**config.mk**
```make
export PLATFORM = sky130hd
export DESIGN_NAME = f_fetch_stage
export DESIGN_NICKNAME = d
export VERILOG_FILES = /design/src/rtl/f_fetch_stage.sv
export SDC_FILE = /design/constraint.sdc
export NUM_CORES = 1
export LEC_CHECK = 0
export CAP_MARGIN = 10
export CORE_MARGIN = 2
export CORE_UTILIZATION = 58
export DETAILED_ROUTE_END_ITERATION = 10
export PLACE_DENSITY = 0.92
export SYNTH_ARGS = -nofsm -noshare
export SYNTH_HDL_FRONTEND = slang
export SYNTH_SLANG_ARGS = --single-unit
```
**constraint.sdc**
```tcl
create_clock -name clk_i -period 8.95 [get_ports clk_i]
set_input_delay 0.895 -clock clk_i [delete_from_list [all_inputs] [get_ports clk_i]]
set_output_delay 0.895 -clock clk_i [all_outputs]
set_load 0.01 [all_outputs]
```
**src/rtl/f_fetch_stage.sv**
```systemverilog
// Y86-64 fetch stage: aligned 64-bit instruction fetch, two-word assembly, field split, PC prediction.
// Optional FETCH_LINE_BUF_EN: one-entry word buffer that satisfies repeat fetches of the same word.
//   state | meaning
//   IDLE  | post-reset, one cycle before the first request
//   REQ0  | fetching the word holding byte0
//   REQ1  | fetching the following word of a crossing instruction
//   VALID | decoded instruction held for the D register
//   DRAIN | flushed mid-request; waiting out the ack and discarding it
module f_fetch_stage (
    input  logic        clk_i,
    input  logic        rst_n_i,
    input  logic [63:0] F_predPC_i,
    input  logic        flush_i,
    output logic        imem_req_o,
    output logic [63:0] imem_addr_o,
    input  logic        imem_ack_i,
    input  logic        imem_err_i,
    input  logic [63:0] imem_rdata_i,
    output logic        f_valid_o,
    input  logic        d_ready_i,
    output logic        F_stall_o,
    output logic [1:0]  f_stat_o,
    output logic [3:0]  f_icode_o,
    output logic [3:0]  f_ifun_o,
    output logic [3:0]  f_rA_o,
    output logic [3:0]  f_rB_o,
    output logic [63:0] f_valC_o,
    output logic [63:0] f_valP_o,
    output logic [63:0] f_predPC_o
);

    typedef enum logic [2:0] {S_IDLE, S_REQ0, S_REQ1, S_VALID, S_DRAIN} state_t;

    localparam logic [1:0] STAT_AOK = 2'd0;
    localparam logic [1:0] STAT_HLT = 2'd1;
    localparam logic [1:0] STAT_ADR = 2'd2;
    localparam logic [1:0] STAT_INS = 2'd3;

    state_t      state_q, state_d;
    logic [63:0] addr_q, addr_d;
    logic [63:0] pc_q, word0_q;
    logic [1:0]  stat_q, stat_d;
    logic [3:0]  icode_q, icode_d, ifun_q, ifun_d, ra_q, ra_d, rb_q, rb_d;
    logic [63:0] valc_q, valc_d, valp_q, valp_d, pred_q, pred_d;
    logic        out_load, w0_load;

    logic        in_fetch, buf_hit, fetch_ack, fetch_err;
    logic [63:0] word0_addr, cur_addr, buf_data, fetch_data;

    assign in_fetch   = (state_q == S_REQ0) || (state_q == S_REQ1);
    assign word0_addr = {F_predPC_i[63:3], 3'b000};

    always_comb begin
        cur_addr = 64'h0;
        case (state_q)
            S_REQ0:          cur_addr = word0_addr;
            S_REQ1, S_DRAIN: cur_addr = addr_q;
            default:         cur_addr = 64'h0;
        endcase
    end

`ifdef FETCH_LINE_BUF_EN
    logic        buf_vld_q;
    logic [63:0] buf_addr_q, buf_data_q;

    always_ff @(posedge clk_i or negedge rst_n_i) begin
        if (!rst_n_i) begin
            buf_vld_q  <= 1'b0;
            buf_addr_q <= 64'h0;
            buf_data_q <= 64'h0;
        end else if (in_fetch && imem_ack_i && !buf_hit) begin
            if (imem_err_i) begin
                buf_vld_q <= 1'b0;
            end else begin
                buf_vld_q  <= 1'b1;
                buf_addr_q <= cur_addr;
                buf_data_q <= imem_rdata_i;
            end
        end
    end

    assign buf_hit  = in_fetch && buf_vld_q && (buf_addr_q == cur_addr);
    assign buf_data = buf_data_q;
`else
    assign buf_hit  = 1'b0;
    assign buf_data = 64'h0;
`endif

    assign fetch_ack   = in_fetch && (buf_hit || imem_ack_i);
    assign fetch_err   = !buf_hit && imem_err_i;
    assign fetch_data  = buf_hit ? buf_data : imem_rdata_i;
    assign imem_req_o  = (in_fetch && !buf_hit) || (state_q == S_DRAIN);
    assign imem_addr_o = cur_addr;

    // Decode works on a 16-byte window; in REQ0 only the low word is meaningful.
    logic [63:0]  dec_pc;
    logic [127:0] dec_line;
    logic [79:0]  instr;
    logic [3:0]   dec_icode, dec_ifun, dec_len;
    logic         bad_icode, bad_ifun, crosses;

    assign dec_pc    = (state_q == S_REQ1) ? pc_q : F_predPC_i;
    assign dec_line  = (state_q == S_REQ1) ? {fetch_data, word0_q} : {64'h0, fetch_data};
    assign instr     = 80'(dec_line >> {dec_pc[2:0], 3'b000});
    assign dec_icode = instr[7:4];
    assign dec_ifun  = instr[3:0];

    always_comb begin
        dec_len   = 4'd1;
        bad_icode = 1'b0;
        case (dec_icode)
            4'h0, 4'h1, 4'h9:       dec_len = 4'd1;
            4'h2, 4'h6, 4'hA, 4'hB: dec_len = 4'd2;
            4'h3, 4'h4, 4'h5:       dec_len = 4'd10;
            4'h7, 4'h8:             dec_len = 4'd9;
            default:                bad_icode = 1'b1;
        endcase
    end

    assign bad_ifun = (dec_ifun != 4'h0) &&
                      !((dec_icode == 4'h2) || (dec_icode == 4'h6) || (dec_icode == 4'h7));
    assign crosses  = ({2'b00, dec_pc[2:0]} + {1'b0, dec_len}) > 5'd8;

    always_comb begin
        stat_d  = STAT_AOK;
        icode_d = dec_icode;
        ifun_d  = dec_ifun;
        ra_d    = (dec_len >= 4'd2) ? instr[15:12] : 4'hF;
        rb_d    = (dec_len >= 4'd2) ? instr[11:8]  : 4'hF;
        valc_d  = 64'h0;
        if (dec_len == 4'd9)  valc_d = instr[71:8];
        if (dec_len == 4'd10) valc_d = instr[79:16];
        valp_d  = dec_pc + {60'h0, dec_len};
        pred_d  = ((dec_icode == 4'h7) || (dec_icode == 4'h8)) ? valc_d : valp_d;
        if (bad_icode || bad_ifun) stat_d = STAT_INS;
        else if (dec_icode == 4'h0) stat_d = STAT_HLT;
        if (fetch_err) begin
            stat_d  = STAT_ADR;
            icode_d = 4'h1;
            ifun_d  = 4'h0;
            ra_d    = 4'h0;
            rb_d    = 4'h0;
            valc_d  = 64'h0;
            valp_d  = dec_pc;
            pred_d  = dec_pc;
        end
    end

    always_comb begin
        state_d  = state_q;
        addr_d   = addr_q;
        out_load = 1'b0;
        w0_load  = 1'b0;
        case (state_q)
            S_IDLE: state_d = S_REQ0;
            S_REQ0: begin
                addr_d = word0_addr;
                if (flush_i) begin
                    state_d = fetch_ack ? S_REQ0 : S_DRAIN;
                end else if (fetch_ack) begin
                    if (!fetch_err && crosses) begin
                        w0_load = 1'b1;
                        addr_d  = word0_addr + 64'd8;
                        state_d = S_REQ1;
                    end else begin
                        out_load = 1'b1;
                        state_d  = S_VALID;
                    end
                end
            end
            S_REQ1: begin
                if (flush_i) begin
                    state_d = fetch_ack ? S_REQ0 : S_DRAIN;
                end else if (fetch_ack) begin
                    out_load = 1'b1;
                    state_d  = S_VALID;
                end
            end
            S_VALID: if (flush_i || d_ready_i) state_d = S_REQ0;
            S_DRAIN: if (!flush_i && imem_ack_i) state_d = S_REQ0;
            default: state_d = S_IDLE;
        endcase
    end

    always_ff @(posedge clk_i or negedge rst_n_i) begin
        if (!rst_n_i) begin
            state_q <= S_IDLE;
            addr_q  <= 64'h0;
            pc_q    <= 64'h0;
            word0_q <= 64'h0;
            stat_q  <= STAT_AOK;
            icode_q <= 4'h0;
            ifun_q  <= 4'h0;
            ra_q    <= 4'h0;
            rb_q    <= 4'h0;
            valc_q  <= 64'h0;
            valp_q  <= 64'h0;
            pred_q  <= 64'h0;
        end else begin
            state_q <= state_d;
            addr_q  <= addr_d;
            if (w0_load) begin
                pc_q    <= F_predPC_i;
                word0_q <= fetch_data;
            end
            if (out_load) begin
                stat_q  <= stat_d;
                icode_q <= icode_d;
                ifun_q  <= ifun_d;
                ra_q    <= ra_d;
                rb_q    <= rb_d;
                valc_q  <= valc_d;
                valp_q  <= valp_d;
                pred_q  <= pred_d;
            end
        end
    end

    assign f_valid_o  = (state_q == S_VALID);
    assign F_stall_o  = ~(f_valid_o & d_ready_i);
    assign f_stat_o   = stat_q;
    assign f_icode_o  = icode_q;
    assign f_ifun_o   = ifun_q;
    assign f_rA_o     = ra_q;
    assign f_rB_o     = rb_q;
    assign f_valC_o   = valc_q;
    assign f_valP_o   = valp_q;
    assign f_predPC_o = pred_q;

endmodule

```
==> impl_metrics.csv <==
group,metric,value,unit
run_status,status,"finished, final reports clean",
clock_tree,clkSinkCount,402,
global_routing,grt_usage,0.417,
placement,gp_congestion,1.02,
power_and_ir_drop,clkPwrFrac,0.196,
die,start_util,0.588,
logic_synthesis,syn_area_per_cell,8.57,sq um
clock_tree,cts-hold-fix-buffers,0,
cells_and_area,instances_no_fill,4043,
global_routing,grt.overflow.total,0,
sta,setup_violations,0,
cells_and_area,post-route-util,0.705,
global_routing,antenna_found_initial,11,
clock_tree,clock_path_buffers,3,
logic_synthesis,ys.flop_type,"dfrtp_1",
power_and_ir_drop,leakagePower,13.1,nW
global_routing,grt_pass1_wl,158,mm
detailed_routing,via_count,27600,
clock_tree,cts_buffers,44,
die,core.rowCount,79,
clock_tree,cts.clk_slew.worst_paths,0.07,ns
global_routing,grt_use_met2,0.568,
setup_path,crit_path_end_kind,"flop",
clock_tree,clk_latency,0.60,ns
cells_and_area,finalInstanceArea,32800,sq um
global_routing,busiest_layer,"met1",
power_and_ir_drop,internal-power,5.71,mW
power_and_ir_drop,switching_share,0.411,
clock_tree,cts_tree,"yes",
cells_and_area,drive_above_1_share,0.0647,
logic_synthesis,syn-cell-area,27400,sq um
die,die_y,221,microns
sta,worst_slew_pin_slew,1.28,ns
sta,finalCritPeriodShare,0.792,
power_and_ir_drop,combPwrFrac,0.458,
sta,fmax,0.141,GHz
setup_path,arrival,7.60,ns
logic_synthesis,synth_top_area_share,0.368,
power_and_ir_drop,p_switching,3.99,mW
hold_path,min_path_type,"input port to async pin",
sta,finalWorstSetupSlack,1.86,ns
logic_synthesis,yosys.area.top_type,"dfrtp_1",
global_routing,grt_max_degree,196,
clock_tree,ctsHtreeMaxLevel,2,
sta,hold_viol,0,
power_and_ir_drop,seqPwrFrac,0.346,
placement,dp_cells,3955,
sta,finClkSkew,0.0240,ns
job,drv_cap,0,
die,core_area,46600,sq um
die,io_pins,411,
placement,placed_cell_area,31300,sq um
power_and_ir_drop,peakVddDrop,0.000213,V
placement,io_buffers,407,
global_routing,met3_usage,0.127,
logic_synthesis,yosysWarningCount,0,
sta,whs,0.276,ns
cells_and_area,areaGrowthSynthToFinish,19.9,%
setup_path,path_max_fanout,151,
cells_and_area,finalNetCount,3533,
global_routing,grtUsageMet1,0.613,
clock_tree,cts-root-buf,"clkbuf_16",
logic_synthesis,async_flop_share,1.00,
power_and_ir_drop,power.total,9.70,mW
detailed_routing,drc,0,
logic_synthesis,synth.area.top_cells,"dfrtp_1 (37%), nand2_1 (6.6%), mux2i_1 (6.4%), mux2_1 (5.3%), a21oi_1 (3.6%)",
logic_synthesis,yosysUniqueCellTypes,93,
clock_tree,cts_setup_buffers,0,
die,dieWidth,221,microns
setup_path,criticalPathCategory,"flop to flop",
die,dieArea,48900,sq um
sta,setup_tns,0,ns
placement,dpl_worst_slack,2.07,ns
logic_synthesis,synth-edff-count,0,
clock_tree,cts-resized-gates,0,
detailed_routing,routedWlPerCell,26.1,microns
sta,relSlewSlack,0.137,
power_and_ir_drop,pwr_density_cell,296,nW/um^2
logic_synthesis,synth_seq_cells,402,
sta,rsz0062_at_grt,"no",
detailed_routing,drtPass1Iterations,6,
logic_synthesis,yosysSeqAreaShare,0.368,
detailed_routing,drt_iter0_drc,4948,
global_routing,grt_pass1_vias,24900,
setup_path,worstPathRequired,9.46,ns
detailed_routing,wirelength,106,mm
logic_synthesis,synthCells,3192,
detailed_routing,via_per_inst,6.82,
placement,hpwl,76.0,mm
sta,slew_violations,0,
detailed_routing,drtAntennaViolNets,0,
setup_path,cp-start-kind,"flop",
sta,period_needed,7.09,ns
-- cell usage after synthesis, types with 58 or more instances --
| master | n |
|---|---|
| o21ai_0 | 182 |
| nor2_1 | 235 |
| nand2_1 | 483 |
| o31ai_1 | 96 |
| mux2i_1 | 174 |
| xnor2_1 | 77 |
| a22o_1 | 58 |
| a211oi_1 | 72 |
| dfrtp_1 | 402 |
| a21oi_1 | 198 |
| clkbuf_1 | 149 |
| buf_2 | 59 |
| nand3_1 | 82 |
| mux2_1 | 129 |
| nor3_1 | 76 |
-- critical path, cell delays in order, from the launching register on --
cell      delay [ns]
dfrtp_1         0.69
or3b_4          0.28
buf_12          0.45
mux2_4          0.88
nand2b_1        0.24
o31a_1          0.25
or4_1           0.66
and2_4          0.40
nand2_1         0.12
ha_1            0.19
a31oi_1         0.32
or4_1           0.69
or4_4           0.64
nor3_1          0.48
nand2_1         0.14
xnor2_1         0.16
o21ai_0         0.20
-- state kept, by name (all words and copies together) (netlist names), 4 cells and up --
signal      count
f_predPC_o     64
f_valC_o       64
f_valP_o       64
pc_q           64
word0_q        64
addr_q         61
f_icode_o       4
f_ifun_o        4
f_rA_o          4
f_rB_o          4
-- cell type report --
class                           count  area, sq um
Multi-Input combinational cell   2473        15900
Fill cell                        3459        13700
Sequential cell                   402        10100
Timing Repair Buffer              447         4490
Clock buffer                       63         1230
Tap cell                          607          759
Clock inverter                     18          226
Inverter                           26          103
Antenna cell                        7         17.5
-- routing by layer --
metal / vias up / share of wire / wire length, microns
met3: 286 / 0.15 / 15500
met2: 2142 / 0.41 / 42900
li1: 11900 / - / -
met1: 13200 / 0.40 / 41900
met5: - / 0.00010 / 11
met4: 2 / 0.050 / 5240
-- cells by family after synthesis --
family,share of synthesized area
AO/OA/AOI/OAI,0.203
XOR/XNOR,0.0368
adder cells (fa/ha/maj),0.00256
buffers and inverters,0.0530
flip-flops,0.368
multiplexers,0.149
other,0.000137
AND/OR/NAND/NOR,0.188
-- cell usage in the layout, fill, tap and decap left out, types with 12 or more instances in the layout --
| master | instances |
|---|---|
| a21oi_1 | 197 |
| clkbuf_1 | 13 |
| nor2_1 | 235 |
| a311oi_1 | 15 |
| o21ai_0 | 182 |
| mux2i_1 | 173 |
| dfrtp_1 | 401 |
| a31oi_1 | 26 |
| mux2_1 | 129 |
| nor4_1 | 39 |
| a211oi_1 | 72 |
| o21a_1 | 20 |
| nand2b_1 | 19 |
| nand3_1 | 82 |
| and2_1 | 22 |
| nor3_1 | 75 |
| clkbuf_16 | 44 |
| xnor2_1 | 77 |
| buf_4 | 32 |
| and3_1 | 26 |
| or3_1 | 16 |
| nand2_1 | 483 |
| o22ai_1 | 22 |
| o31ai_1 | 96 |
| nand4_1 | 35 |
| clkdlybuf4s50_1 | 404 |
| inv_1 | 25 |
| a22o_1 | 58 |
| mux4_2 | 12 |
| mux2_2 | 51 |
| a22oi_1 | 50 |
| nor2b_1 | 40 |
| o21ai_1 | 34 |
| xor2_1 | 38 |
| a21o_1 | 16 |
-- final timing paths --
path                                  start            to  slack (ns)  cells past startpoint
worst min-delay path                rst_n_i   f_valP_o[9]        0.28                      1
worst min register to register  f_ifun_o[0]   f_ifun_o[0]        0.48                      2
worst max register to register   state_q[0]  f_valP_o[60]        1.86                     16
worst max-delay path             state_q[0]  f_valP_o[60]        1.86                     16
min in group clk_i              f_ifun_o[0]   f_ifun_o[0]        0.48                      2
max in group asynchronous           rst_n_i       pc_q[0]        7.04                      2
-- power by group through the flow --
stage | Sequential (mW) | Clock [mW] | Combinational, mW
after floorplan | 3.22 | 0 | 2.39
after global placement | 3.29 | 0 | 4.20
after detailed placement | 3.33 | 0 | 4.31
after CTS | 3.31 | 1.89 | 4.35
after global routing | 3.43 | 1.97 | 4.72
final | 3.35 | 1.90 | 4.45
Note: power is estimated with default switching activity, not from simulation.
